[src/rtl/muldiv_unit.sv]
// Iterative 32-bit multiply/divide unit for the EX stage. It owns HI/LO and handles MULT/MULTU/DIV/DIVU.
// Latency: accept edge, then WIDTH step edges, then a DONE edge that writes HI/LO. stall_req holds IF/ID/EX until DONE.
// Backpressure: none inbound. The hazard unit ORs stall_req into the pipeline stalls, and flush_e aborts in any state.
module muldiv_unit #(
    parameter int WIDTH = 32
) (
    input  logic             clk,
    input  logic             rst,
    input  logic             start_e,
    input  logic [1:0]       op_e,
    input  logic [WIDTH-1:0] a_e,
    input  logic [WIDTH-1:0] b_e,
    input  logic             flush_e,
    input  logic             mthi_e,
    input  logic             mtlo_e,
    input  logic [WIDTH-1:0] hi_wdata,
    input  logic [WIDTH-1:0] lo_wdata,
    output logic             stall_req,
    output logic [WIDTH-1:0] hi,
    output logic [WIDTH-1:0] lo,
    output logic             busy
);

    localparam int CW = $clog2(WIDTH) + 1;
    localparam logic [CW-1:0] LAST = CW'(WIDTH - 1);

    typedef enum logic [1:0] {IDLE, RUN, DONE} state_t;

    state_t             state;
    logic               is_div;
    logic               neg_q;
    logic               neg_r;
    logic               div0;
    logic [CW-1:0]      count;
    logic [WIDTH-1:0]   b_mag;
    logic [WIDTH-1:0]   r_hi;
    logic [WIDTH-1:0]   r_lo;

    // Operand magnitudes; op_e[0] clear selects the signed variants.
    logic               signed_op;
    logic               a_neg;
    logic               b_neg;
    logic [WIDTH-1:0]   a_abs;
    logic [WIDTH-1:0]   b_abs;

    assign signed_op = ~op_e[0];
    assign a_neg     = signed_op & a_e[WIDTH-1];
    assign b_neg     = signed_op & b_e[WIDTH-1];
    assign a_abs     = a_neg ? -a_e : a_e;
    assign b_abs     = b_neg ? -b_e : b_e;

    // Multiply step: r_hi:r_lo is the running product, and the multiplier shifts out of r_lo.
    logic [WIDTH:0]     mul_sum;
    assign mul_sum = {1'b0, r_hi} + {1'b0, (r_lo[0] ? b_mag : '0)};

    // Restoring divide step: r_hi holds the remainder, and r_lo shifts dividend bits out and quotient bits in.
    logic [WIDTH:0]     div_shift;
    logic [WIDTH:0]     div_diff;
    assign div_shift = {r_hi, r_lo[WIDTH-1]};
    assign div_diff  = div_shift - {1'b0, b_mag};

    logic [2*WIDTH-1:0] prod;
    logic [2*WIDTH-1:0] prod_fix;
    logic [WIDTH-1:0]   quot_fix;
    logic [WIDTH-1:0]   rem_fix;

    assign prod     = {r_hi, r_lo};
    assign prod_fix = neg_q ? -prod : prod;
    // With a zero divisor the remainder path already reproduces a_e, so only the quotient needs overriding.
    assign quot_fix = div0 ? '1 : (neg_q ? -r_lo : r_lo);
    assign rem_fix  = neg_r ? -r_hi : r_hi;

    assign stall_req = start_e & (state != DONE);

    always_ff @(posedge clk) begin
        if (rst) begin
            state  <= IDLE;
            busy   <= 1'b0;
            hi     <= '0;
            lo     <= '0;
            count  <= '0;
            is_div <= 1'b0;
            neg_q  <= 1'b0;
            neg_r  <= 1'b0;
            div0   <= 1'b0;
            b_mag  <= '0;
            r_hi   <= '0;
            r_lo   <= '0;
        end else begin
            case (state)
                IDLE: begin
                    if (mthi_e) hi <= hi_wdata;
                    if (mtlo_e) lo <= lo_wdata;
                    if (start_e && !flush_e) begin
                        state  <= RUN;
                        busy   <= 1'b1;
                        count  <= '0;
                        is_div <= op_e[1];
                        neg_q  <= a_neg ^ b_neg;
                        neg_r  <= a_neg & op_e[1];
                        div0   <= op_e[1] & (b_e == '0);
                        b_mag  <= b_abs;
                        r_hi   <= '0;
                        r_lo   <= a_abs;
                    end
                end
                RUN: begin
                    if (flush_e) begin
                        state <= IDLE;
                        busy  <= 1'b0;
                    end else begin
                        if (is_div) begin
                            if (!div_diff[WIDTH]) begin
                                r_hi <= div_diff[WIDTH-1:0];
                                r_lo <= {r_lo[WIDTH-2:0], 1'b1};
                            end else begin
                                r_hi <= div_shift[WIDTH-1:0];
                                r_lo <= {r_lo[WIDTH-2:0], 1'b0};
                            end
                        end else begin
                            r_hi <= mul_sum[WIDTH:1];
                            r_lo <= {mul_sum[0], r_lo[WIDTH-1:1]};
                        end
                        count <= count + 1'b1;
                        if (count == LAST) state <= DONE;
                    end
                end
                DONE: begin
                    state <= IDLE;
                    busy  <= 1'b0;
                    if (!flush_e) begin
                        if (is_div) begin
                            hi <= rem_fix;
                            lo <= quot_fix;
                        end else begin
                            hi <= prod_fix[2*WIDTH-1:WIDTH];
                            lo <= prod_fix[WIDTH-1:0];
                        end
                    end
                end
                default: begin
                    state <= IDLE;
                    busy  <= 1'b0;
                end
            endcase
        end
    end

endmodule
[config.mk]
export PLATFORM = sky130hd
export DESIGN_NAME = muldiv_unit
export DESIGN_NICKNAME = d
export VERILOG_FILES = /design/src/rtl/muldiv_unit.sv
export SDC_FILE = /design/constraint.sdc
export NUM_CORES = 1
export LEC_CHECK = 0
export BUFFER_PORTS_ARGS = -buffer_cell sky130_fd_sc_hd__buf_2
export CAP_MARGIN = 30
export CORE_MARGIN = 2
export CORE_UTILIZATION = 58
export DETAILED_ROUTE_END_ITERATION = 10
export PLACE_DENSITY = 0.91
export SYNTH_ARGS = -nofsm -noshare
export SYNTH_HDL_FRONTEND = slang
export SYNTH_SLANG_ARGS = --single-unit
[constraint.sdc]
create_clock -name clk -period 4.2 [get_ports clk]
set_input_delay 1.05 -clock clk [delete_from_list [all_inputs] [get_ports clk]]
set_output_delay 1.05 -clock clk [all_outputs]
set_load 0.005 [all_outputs]
[Word level (Yosys, flattened, before mapping)]
Cells that the tools add are included.
W data, S select, Z words.
Storage, ports and cells
  flip-flop bits (word level): 173
  input port bits: 136
Cells by class
  muxes and demuxes: 35
  equal/unequal tests: 11
  add/subtract/negate cells: 8
  bitwise gates (word level): 7
  reduce and logical (&&, ||, !) cells: 12
Operator list (count)
  $mux W32: 19
  $pmux W32 S2: 4
  $neg A32 Y32: 4
  $mux W64: 1
  $neg A64 Y64: 1
  $add A32 B32 Y33: 1
  $sub A33 B32 Y33: 1
  $logic_not A32 Y1: 1
  $ne A2 B2 Y1 const B: 7
  $mux W6: 2
  $pmux W6 S2: 1
  $reduce_and A3 Y1: 3
  $add A6 B1 Y6 const B: 1
  $eq A6 B5 Y1 const B: 1
  $mux W2: 3
  $reduce_and A2 Y1: 3
  $and A1 B1 Y1: 5
  $pmux W2 S2: 1
  $reduce_bool A2 Y1: 2
  $mux W1: 3
  $ne A3 B3 Y1 const B: 1
  $eq A2 B1 Y1 const B: 1
  $eq A2 B2 Y1 const B: 1
  $logic_not A2 Y1: 1
  5 further kinds: 5

[Logic depth before layout (Yosys ltp)]
  depth after elaboration: 6
  mapped depth: 13
  depth with buffers taken out: 12

[Worst setup path before layout]
No wires, ideal clock.
  path type: input to register
  start: input a_e[18]
  end: register r_lo[29]
  buffers on the path: 0
  library setup time: 0.117 ns
  stages: 8
  path slack: 0.931 ns
  data arrival time: 3.152 ns
  cells stage by stage: or4_1 > nor4b_1 > nor4b_1 > nand2_1 > o21ai_0 > xor2_1 > nand2_1 > a32o_1
On the way
  cells in the longest elaborated chain, start to end: 4
Ends and longest elaborated chain
  from (decl): line 11  | input logic [WIDTH-1:0] a_e,
  $neg A32 Y32: line 49  | assign a_abs = a_neg ? -a_e : a_e;
  $mux W32: line 49
  $mux W32: line 94  | if (start_e && !flush_e) begin
  $pmux W32 S2: line 90  | case (state)
  to (signal assigned): line 104  | r_lo <= a_abs;
  to (signal assigned): line 115  | r_lo <= {r_lo[WIDTH-2:0], 1'b1};
  to (signal assigned): line 118  | r_lo <= {r_lo[WIDTH-2:0], 1'b0};
  to (decl): line 37  | logic [WIDTH-1:0] r_lo;
Every way passes these cells. The select of a mux whose other input is x is not followed.
A chain may end at the register's enable or synchronous reset.

[Worst setup path in the final report]
  start: register r_hi[0]
  end: register r_hi[3]
On the way
  cells in the longest elaborated chain, start to end: 5
Ends and longest elaborated chain
  from (decl): line 36  | logic [WIDTH-1:0] r_hi;
  from (signal assigned): line 114  | r_hi <= div_diff[WIDTH-1:0];
  from (signal assigned): line 117  | r_hi <= div_shift[WIDTH-1:0];
  from (signal assigned): line 121  | r_hi <= mul_sum[WIDTH:1];
  $sub A33 B32 Y33: line 60  | assign div_diff = div_shift - {1'b0, b_mag};
  $mux W32: line 113  | if (!div_diff[WIDTH]) begin
  $mux W32 *: line 112  | if (is_div) begin
  $mux W32 *: line 108  | if (flush_e) begin
  $pmux W32 S2 *: line 90
Mark *: on every way between the ends. The rest lies on a longest branch, timed or not. The select of a mux whose other input is x is not followed.

==> results_dict.tcl <==
set metrics [dict create \
    maxSlewHeadroom_pct 30.1 \
    cp.arrival_ns 4.10 \
    crit_cells 11 \
    grt_pass1_vias 15000 \
    cts_hold_buffers 0 \
    met2_usage_pct 59.6 \
    cts_num_sinks 173 \
    clockBufferDepth 2 \
    reg2reg_depth 11 \
    criticalPathCategory "reg2reg" \
    clk_latency_ns 0.45 \
    die_w_um 162 \
    yosys_warnings 0 \
    port_buffers 201 \
    reg2reg_to "r_hi[3]$_SDFFE_PP0P_" \
    avgViaCountPerCell 6.67 \
    seqCellArea_um2 3460 \
    drive_gt1_share_pct 15.2 \
    slowest_delay_ns 0.52 \
    rows 57 \
    via_count 16500 \
    antenna_found_initial 0 \
    crit_path_max_fanout 20 \
    antenna_cells 0 \
    worst_ep_required_time_ns 4.47 \
    grt_use_total_pct 38.3 \
    maxSlewViolCount 0 \
    hold_violations 0 \
    finalWirelength_um 51800 \
    post-route-util_pct 67.2 \
    use_met3_pct 7.97 \
    clock-root-buffer "clkbuf_16" \
    die_y_um 162 \
    htreeDepth 4 \
    synthDistinctLibCells 79 \
    place.gp.congestion 1.07 \
    r2r_setup_slack_ns 0.37 \
    clkSlewWorstSetupHoldPaths_ns 0.08 \
    synth-seq-cells 173 \
    nets 2343 \
    use_met1_pct 51.3 \
    fin_ws_ns 0.368 \
    dpl_worst_slack_ns 0.522 \
    postCtsSetupBuffers 0 \
    outcome "finished, final reports clean" \
    path_cells "inv_1, fa_1, nand2b_1, a211o_1, a211oi_1, o211ai_1, o211ai_1, buf_4, mux2_2, nand2_1, o311ai_0" \
    final_common_cell "nand2_1" \
    setup_viol 0 \
    avgSynthCellArea_um2 7.27 \
    syn_nets 2204 \
    multi_input_area_um2 10300 \
    synthArstFlopShare_pct 0 \
    min_period_over_period_pct 91.2 \
    syn_to_final_growth_pct 13.1 \
    peakVddDrop_v 0.000280 \
    synth_edf_count 0 \
    cts_buffers 17 \
    die_area_um2 26300 \
    fmax_ghz 0.261 \
    worstMarginPinSlew_ns 1.04 \
    skew_ns 0.0177 \
    syn_inst 1997 \
    dp_hpwl_um 39700 \
    dr.pass1.iters 6 \
    io_pins 202 \
    coreArea_um2 24500 \
    p_per_area_nw_per_um2 274 \
    ant_nets 0 \
    cts_tree "done" \
    rsz0062_at_grt "no" \
    path_common_cell "o211ai_1" \
    grt_pass1_wl_um 80300 \
    grt.overflow.total 0 \
    r2r_start "r_hi[0]$_SDFFE_PP0P_" \
    min_period_ns 3.83 \
    cp-end-kind "register" \
    fillers 2107 \
    endpoint "r_hi[3]$_SDFFE_PP0P_" \
    cp_top_family "compound AO/OA/AOI/OAI gates" \
    busiest_layer "met2" \
    design_area_um2 16400 \
    worstSetupStartpointType "register" \
    grt_max_degree 77 \
    hp-class "reg2reg" \
    startpoint "r_hi[0]$_SDFFE_PP0P_" \
    route.detailed.drc 0 \
    drt_iter0_markers 1952 \
    drv_cap 0 \
    placed_area_um2 15800 \
    seq_area_frac_synth_pct 23.8 \
    yosys_most_used_dff "dfxtp_1" \
    critPathBufInv 2 \
    ctsResizeCount 0 \
    fin_setup_tns_ns 0 \
    synthesis.area_um2 14500 \
    final_cell_mix "nand2_1, a21oi_1, buf_2" \
    fin_hold_ws_ns 0.454 \
    initial_core_util_pct 59.4 \
    p_leak_nw 6.67 \
    avgRoutedWirePerCell_um 20.9 \
    cpMaxStageDelayCell "dfxtp_1" \
]
==> worst min-delay path: stages, from the launching register on <==
cell and delay, ns:
dfxtp_1 0.31, nand2_1 0.05, a21oi_1 0.05
==> kinds of logic (layout without fill, tap and decap cells) <==
kind of cell | count (synthesis) | after routing | share of synthesized area [%]
fa+ha+maj | 71 | 71 | 6.22
compound gates | 666 | 666 | 29.4
simple gates | 687 | 687 | 22.6
flops | 173 | 173 | 23.8
xor+xnor | 154 | 154 | 9.29
mux | 48 | 48 | 3.33
buf+inv | 198 | 350 | 5.33
==> layer usage <==
layer,vias to the layer above,part of all wire (%)
met5,-,0
met4,0,4.9
met3,179,12
met2,1096,44
met1,7655,39
li1,7575,-
==> synth_stat cells (all sizes together), types with 36 or more instances <==
| cell | count | area, um2 |
|---|---|---|
| a211oi | 64 | 480 |
| clkbuf | 115 | 432 |
| nor2 | 187 | 702 |
| dfxtp | 173 | 3460 |
| nor3 | 42 | 215 |
| ha | 69 | 863 |
| xor2 | 70 | 613 |
| or3 | 45 | 302 |
| nand2 | 216 | 811 |
| mux2i | 45 | 450 |
| nand2b | 36 | 225 |
| o211ai | 38 | 285 |
| inv | 61 | 229 |
| o21ai | 142 | 711 |
| a21oi | 202 | 1010 |
| xnor2 | 84 | 736 |
| nand3 | 45 | 225 |
==> flip-flops by register name, indices dropped and copies added (netlist names) <==
register and cells:
busy 1, r_hi 32, b_mag 32, neg_q 1
is_div 1, r_lo 32, lo 32, div0 1
neg_r 1, hi 32, count 6, state 2
==> how the worst min path moves through the flow <==
| stage | from | to | slack (ns) | cells past startpoint |
|---|---|---|---|---|
| floorplan | b_mag[17]$_SDFFE_PP0P_ | b_mag[17]$_SDFFE_PP0P_ | 0.43 | 2 |
| global placement | lo[27]$_SDFFE_PP0P_ | lo[27]$_SDFFE_PP0P_ | 0.44 | 2 |
| detailed placement | lo[31]$_SDFFE_PP0P_ | lo[31]$_SDFFE_PP0P_ | 0.45 | 2 |
| CTS | b_mag[25]$_SDFFE_PP0P_ | b_mag[25]$_SDFFE_PP0P_ | 0.46 | 2 |
| global route | lo[13]$_SDFFE_PP0P_ | lo[13]$_SDFFE_PP0P_ | 0.47 | 2 |
| finish | lo[0]$_SDFFE_PP0P_ | lo[0]$_SDFFE_PP0P_ | 0.45 | 2 |
==> final cells by class <==
| class | instances | area share (%) |
|---|---|---|
| multi-input cells | 1626 | 62.8 |
| flip-flops and latches | 173 | 21.1 |
| repair buffers | 256 | 8.65 |
| clock buffers | 18 | 2.61 |
| well taps | 324 | 2.47 |
| inverters | 62 | 1.42 |
| clock inverters | 14 | 0.990 |
==> report_power, final <==
group	leakage (nW)	internal (mW)	switching [mW]	total, mW
clock	0.289	0.808	0.833	1.64
sequential	1.42	1.73	0.0896	1.82
combinational	4.97	0.407	0.645	1.05
total	6.67	2.94	1.57	4.51
==> per-stage QoR <==
| stage | instances | power, mW |
|---|---|---|
| detailed placement | 2440 | 2.86 |
| floorplan | 1997 | 2.50 |
| CTS | 2472 | 4.46 |
| global route | 2473 | 4.66 |
| global placement | 2439 | 2.83 |
| finish | 2473 | 4.51 |
Note: power is estimated with default switching activity, not from simulation.
